$ cat src/rtl/pipe_adder.sv
// Pipelined WIDTH-bit adder built from STAGES carry-chained chunks with valid/ready flow control.
// Optional feature: define PIPE_ADDER_OVF_EN to add the signed-overflow output ovf.
module pipe_adder #(
    parameter int WIDTH  = 8,
    parameter int STAGES = 2
) (
    input  logic             clk,
    input  logic             rst_n,
    input  logic [WIDTH-1:0] in1,
    input  logic [WIDTH-1:0] in2,
    input  logic             cin,
    input  logic             in_valid,
    output logic             in_ready,
    output logic [WIDTH-1:0] sum,
    output logic             cout,
    output logic             out_valid,
    input  logic             out_ready
`ifdef PIPE_ADDER_OVF_EN
    ,
    output logic             ovf
`endif
);
    localparam int CW  = WIDTH / STAGES;
    localparam int TOP = STAGES - 1;

    logic adv;

    // One global enable: the whole pipe either shifts together or holds together.
    assign adv      = !out_valid || out_ready;
    assign in_ready = adv;

    for (genvar k = 0; k < STAGES; k++) begin : g_stage
        // Operand bits not yet consumed; chunk k always sits at the bottom.
        localparam int RW = (STAGES - k) * CW;

        logic [RW-1:0]       a_in;
        logic [RW-1:0]       b_in;
        logic                c_in;
        logic                v_in;
        logic [CW:0]         chunk;
        logic                v_q;
        logic                c_q;
        logic [(k+1)*CW-1:0] s_q;

        if (k == 0) begin : g_src
            assign a_in = in1;
            assign b_in = in2;
            assign c_in = cin;
            assign v_in = in_valid;
        end else begin : g_src
            assign a_in = g_stage[k-1].g_fwd.a_q;
            assign b_in = g_stage[k-1].g_fwd.b_q;
            assign c_in = g_stage[k-1].c_q;
            assign v_in = g_stage[k-1].v_q;
        end

        assign chunk = {1'b0, a_in[CW-1:0]} + {1'b0, b_in[CW-1:0]} + {{CW{1'b0}}, c_in};

        always_ff @(posedge clk) begin
            if (!rst_n) begin
                v_q <= 1'b0;
                c_q <= 1'b0;
            end else if (adv) begin
                v_q <= v_in;
                c_q <= chunk[CW];
            end
        end

        // Finished low chunks ride along with the transaction so all chunks emerge together.
        if (k == 0) begin : g_sum
            always_ff @(posedge clk) begin
                if (!rst_n) begin
                    s_q <= '0;
                end else if (adv) begin
                    s_q <= chunk[CW-1:0];
                end
            end
        end else begin : g_sum
            always_ff @(posedge clk) begin
                if (!rst_n) begin
                    s_q <= '0;
                end else if (adv) begin
                    s_q <= {chunk[CW-1:0], g_stage[k-1].s_q};
                end
            end
        end

        if (k < STAGES - 1) begin : g_fwd
            logic [RW-CW-1:0] a_q;
            logic [RW-CW-1:0] b_q;

            always_ff @(posedge clk) begin
                if (!rst_n) begin
                    a_q <= '0;
                    b_q <= '0;
                end else if (adv) begin
                    a_q <= a_in[RW-1:CW];
                    b_q <= b_in[RW-1:CW];
                end
            end
        end
    end

    assign sum       = g_stage[TOP].s_q;
    assign cout      = g_stage[TOP].c_q;
    assign out_valid = g_stage[TOP].v_q;

`ifdef PIPE_ADDER_OVF_EN
    logic ovf_q;

    // Carry into the MSB is recovered from the MSB sum bit: a ^ b ^ s.
    always_ff @(posedge clk) begin
        if (!rst_n) begin
            ovf_q <= 1'b0;
        end else if (adv) begin
            ovf_q <= g_stage[TOP].a_in[CW-1] ^ g_stage[TOP].b_in[CW-1]
                   ^ g_stage[TOP].chunk[CW-1] ^ g_stage[TOP].chunk[CW];
        end
    end

    assign ovf = ovf_q;
`endif

endmodule

$ cat config.mk
export PLATFORM = sky130hd
export DESIGN_NAME = pipe_adder
export DESIGN_NICKNAME = d
export VERILOG_FILES = /design/src/rtl/pipe_adder.sv
export SDC_FILE = /design/constraint.sdc
export NUM_CORES = 1
export LEC_CHECK = 0
export CORE_MARGIN = 4
export CORE_UTILIZATION = 50
export DETAILED_ROUTE_END_ITERATION = 8
export PLACE_DENSITY = 0.85
export SYNTH_ARGS = -nofsm -noshare
export SYNTH_HDL_FRONTEND = slang
export SYNTH_SLANG_ARGS = --single-unit
export TNS_END_PERCENT = 100
$ cat constraint.sdc
create_clock -name clk -period 2.78 [get_ports clk]
set_clock_uncertainty 0.05 [all_clocks]
set_input_delay 0.417 -clock clk [delete_from_list [all_inputs] [get_ports clk]]
set_output_delay 0.417 -clock clk [all_outputs]
set_load 0.03 [all_outputs]
==> metrics, run 1 <==
outcome finished clean; gpl congestion 0.845; Distinct cells, synth 21; number of synthesized flops with an enable pin 0; worst skew pair latency 0.31 ns; Overflow after GRT 0; DR iter-0 viols 8; Compound-Gate Fraction of Synth Area 17.6%; Cell Area, Synth 1160 sq um; Yosys top cell by area dfxtp_1; first-pass GRT wire length 4.19 mm; Finished Cell Area 1500 sq um; CTS Sinks 24; Synth warnings 0; fraction of the mapped netlist area in adder cells 13.3%; # port buffers 31; Tcrit/Tclk final 84.1%; Leakage 0.000615 uW; drt via density 5.09; Max IR drop VDD 326 uV; synth top area cells dfxtp_1 41%, nand2_1 12%, a21oi_1 8.2%; io pins 32; most frequent cell after synthesis nand2_1; Async SR Flop Fraction 0%; worst endpoint required time 2.31 ns; Commonest cells post-synth 36 x nand2_1, 24 x dfxtp_1, 19 x a21oi_1; Placed Instance Area 1460 sq um; Nets 194; max-cap viol count 0; antenna-violating nets left 0; initial core utilization 52.6%; # Post-CTS Setup Buffers 0; CTS resizes 0; fillcell total 197; die extent in x 56.2 microns; Die Ht 56.2 microns; XOR/XNOR share of the synthesized area 1.51%; metal2 WL 1.30 mm; worst hold margin 0.409 ns; Final Non-Filler Cells 190; WL per Instance 12.6 microns; Seq/Total Area, Yosys 41.3%; Syn Nets 164; Total Wirelength 2.40 mm; CTS Buf Count 3; setup tns final 0 ns; worst hold path type reg -> reg; startpoint types input pin; share of Yosys cell area claimed by the top area cell type 41.3%; mux cell area share after synthesis 0%; kind of critical path in -> out; share of layout cells above drive strength 1 8.64%; final max-slew violation count 0; DRC 0; area grow syn2layout 28.6%; die area 3160 sq um; top routing layer in use met4; via count of the first global-routing pass 956; Detailed Place HPWL 1.74 mm; placed insts 186; crit path DAT 1.87 ns; CTS max path bufs 2; Core Rows 17; Simple-Gate Fraction of Synth Area 18.4%; Via Count 968; Cell Pwr Density 506 nW/um^2; met1 WL 984 microns; initial antenna violation count 0; fin crit period 2.34 ns; clock root cell clkbuf_4; n_diodes 0; H-tree Lvls 1; total power 756 uW; largest family of logic cells by synthesized area simple AND/OR/NAND/NOR gates; Core Footprint 2210 sq um; Avg Inst Size Synth 8.75 sq um; clock slew seen by the registers of the worst setup and hold paths 0.13 ns; Synth Register Bits 24; pin count of the biggest net entering global routing 27; TritonCTS clock tree done; ys flop type dfxtp_1; Met3 Wirelength 90 microns; RSZ-0062 raised after global routing no; max_slew headroom 73.1%; CP endpoint kind output pin; # setup viols final 0; GRT Total Usage 16.5%; Post-Synthesis Cells 133; Fmax 428 MHz; Crit Path Max Fanout 26; drt pass-1 iters 3; Final Hold Viols 0; # hold bufs at CTS 0; Worst Tran Pin Value 0.403 ns
==> where the power goes <==
part	leakage, uW	switching, uW	internal (uW)	total, uW
clock	0.0000210	104	80.0	184
sequential	0.000199	16.1	374	390
combinational	0.000395	93.1	89.4	182
==> through the flow <==
stage	utilization, %	setup WS [ns]
after floorplan	-	1.17
after CTS	67.6	0.437
after detailed placement	66.0	0.443
final	67.6	0.443
after global routing	67.6	0.392
after global placement	66.0	0.478
==> per-layer routing <==
metal	vias up	GRT usage (%)
li1	494	-
met5	-	0
met1	453	19.6
met2	18	30.4
met4	0	4.07
met3	3	2.78
==> kinds of logic after synthesis <==
| logic type | after synthesis |
|---|---|
| buf+inv | 15 |
| simple gates | 51 |
| flops | 24 |
| fa+ha+maj | 10 |
| compound gates | 31 |
| xor+xnor | 2 |
==> registers in the layout (all words and copies together) (netlist names) <==
| name | flops |
|---|---|
| g_stage.v_q | 1 |
| g_stage.g_fwd.b_q | 4 |
| g_stage.g_fwd.a_q | 4 |
| sum | 8 |
| g_stage.c_q | 1 |
| out_valid | 1 |
| cout | 1 |
| g_stage.s_q | 4 |
==> layout make-up <==
type	count	area, sq um	area share (%)
Multi-Input combinational cell	94	592	39.5
Sequential cell	24	480	32.1
Clock buffer	4	36.3	2.42
Timing Repair Buffer	32	318	21.2
Inverter	8	35.0	2.34
Tap cell	28	35.0	2.34
==> critical path, cell delays in order <==
cell,delay [ns]
clkdlybuf4s50_1,0.52
nor2b_4,0.07
inv_6,0.16
clkdlybuf4s50_1,0.70
==> final timing paths <==
| kind | startpoint | end | slack [ns] | cells past startpoint |
|---|---|---|---|---|
| worst max-delay path | out_ready | in_ready | 0.44 | 4 |
| worst min-delay path | sum[2] | sum[2] | 0.41 | 2 |
| worst max register to register | g_stage[0].c_q | sum[5] | 1.16 | 4 |
| worst min register to register | sum[2] | sum[2] | 0.41 | 2 |
==> cell usage in the layout (no fill, tap or decap), drive strengths merged <==
cell / instances
a2111o: 2
a211oi: 2
a21oi: 21
buf: 1
clkbuf: 4
clkdlybuf4s50: 31
dfxtp: 24
fa: 4
ha: 6
inv: 8
nand2: 36
nand3: 6
nor2: 6
nor2b: 3
o211ai: 2
o21ai: 4
xnor2: 2
No activity file was read; power rests on OpenSTA's default activity.
==> run 2: changes to the inputs <==
CORE_UTILIZATION = 47   (was 50)
PLACE_DENSITY = 0.8   (was 0.85)
clock period = 2.32 ns   (was 2.78 ns; I/O delays follow)
==> metrics, run 2 (synthesis gave the netlist of run 1 again) <==
Leakage 0.000619 uW; RSZ-0062 raised after global routing no; drt pass-1 iters 3; Nets 195; drt via density 5.07; Largest register FFs 8; area grow syn2layout 29.2%; n_diodes 0; max-cap viol count 0; Overflow after GRT 0; worst endpoint required time 1.92 ns; Tcrit/Tclk final 87.0%; final max-slew violation count 0; Core Footprint 2280 sq um; antenna-violating nets left 0; Critical Path Sink in_ready; Finished Core Util 66.1%; flop2flop setup slack 0.69 ns; worst hold path type reg -> reg; gpl congestion 0.798; GRT Total Usage 15.5%; outcome finished clean; Crit Path Max Fanout 2; die area 3340 sq um; crit path DAT 1.62 ns; Final Hold Viols 0; most common cell after layout, fill and taps aside nand2_1; CTS Sinks 24; H-tree Lvls 1; CP endpoint kind output pin; # Post-CTS Setup Buffers 0; # hold bufs at CTS 0; die extent in x 57.8 microns; clock root cell clkbuf_4; DR iter-0 viols 16; worst r2r src g_stage[0].c_q; reg2reg end sum[5]; first-pass GRT wire length 4.08 mm; worst skew pair latency 0.31 ns; share of layout cells above drive strength 1 9.20%; fin crit period 2.02 ns; CTS Buf Count 3; io pins 32; register area 480 sq um; crit path from out_ready; # port buffers 31; Via Count 968; Cell Pwr Density 600 nW/um^2; Max IR drop VDD 514 uV; Core Rows 17; TritonCTS clock tree done; CTS max path bufs 2; fillcell total 197; via count of the first global-routing pass 1018; kind of critical path in -> out; multi-input logic area 592 sq um; setup tns final 0 ns; # setup viols final 0; Detailed Place HPWL 1.72 mm; reg2reg path depth 4; initial antenna violation count 0; most frequent cells in the layout 36 x nand2_1, 31 x clkdlybuf4s50_1, 24 x dfxtp_1; Total Wirelength 2.29 mm; DRC 0; max_slew headroom 74.7%; Worst Tran Pin Value 0.379 ns; startpoint types input pin; WL per Instance 12.0 microns; CTS resizes 0; clock slew seen by the registers of the worst setup and hold paths 0.12 ns; Die Ht 57.8 microns; initial core utilization 51.1%; Fmax 496 MHz; pin count of the biggest net entering global routing 26
==> run 2: critical path, stage by stage <==
cell	delay [ns]
clkdlybuf4s50_1	0.50
nor2b_4	0.06
inv_6	0.05
clkdlybuf4s50_1	0.66
==> run 2: how the worst min path moves through the flow <==
stage / startpoint / endpoint / slack [ns] / depth (start not counted)
global route: sum[1] / sum[1] / 0.43 / 2
floorplan: g_stage[0].s_q[0] / g_stage[0].s_q[0] / 0.38 / 2
finish: sum[1] / sum[1] / 0.41 / 2
global placement: sum[1] / sum[1] / 0.39 / 2
CTS: sum[1] / sum[1] / 0.41 / 2
detailed placement: sum[1] / sum[1] / 0.39 / 2
==> run 2: per-stage QoR <==
| step | worst slack [ns] | total power [uW] | instances | hold slack [ns] | instance area (sq um) |
|---|---|---|---|---|---|
| CTS | 0.296 | 917 | 191 | 0.412 | 1500 |
| floorplan | 0.778 | 609 | 133 | 0.382 | 1160 |
| global placement | 0.297 | 690 | 187 | 0.390 | 1470 |
| finish | 0.302 | 903 | 191 | 0.411 | 1500 |
| detailed placement | 0.273 | 697 | 187 | 0.395 | 1470 |
| global route | 0.267 | 963 | 191 | 0.430 | 1500 |
==> run 2: where the power goes <==
| group | internal (uW) | leakage (uW) | switching [uW] | total (uW) |
|---|---|---|---|---|
| Sequential | 448 | 0.000199 | 19.3 | 467 |
| Clock | 96.0 | 0.0000210 | 122 | 218 |
| Combinational | 108 | 0.000399 | 110 | 218 |
==> run 2: area by class of cell <==
class,count,area share (%)
clock buffers,4,2.41
inverters,8,2.33
multi-input cells,94,39.4
flip-flops and latches,24,31.9
well taps,28,2.33
repair buffers,33,21.6
==> run 2: layer usage <==
layer | part of all wire, % | track usage, %
met5 | 0 | 0
met3 | 5.2 | 5.57
met4 | 1.2 | 4.97
met1 | 42 | 17.5
met2 | 51 | 27.1
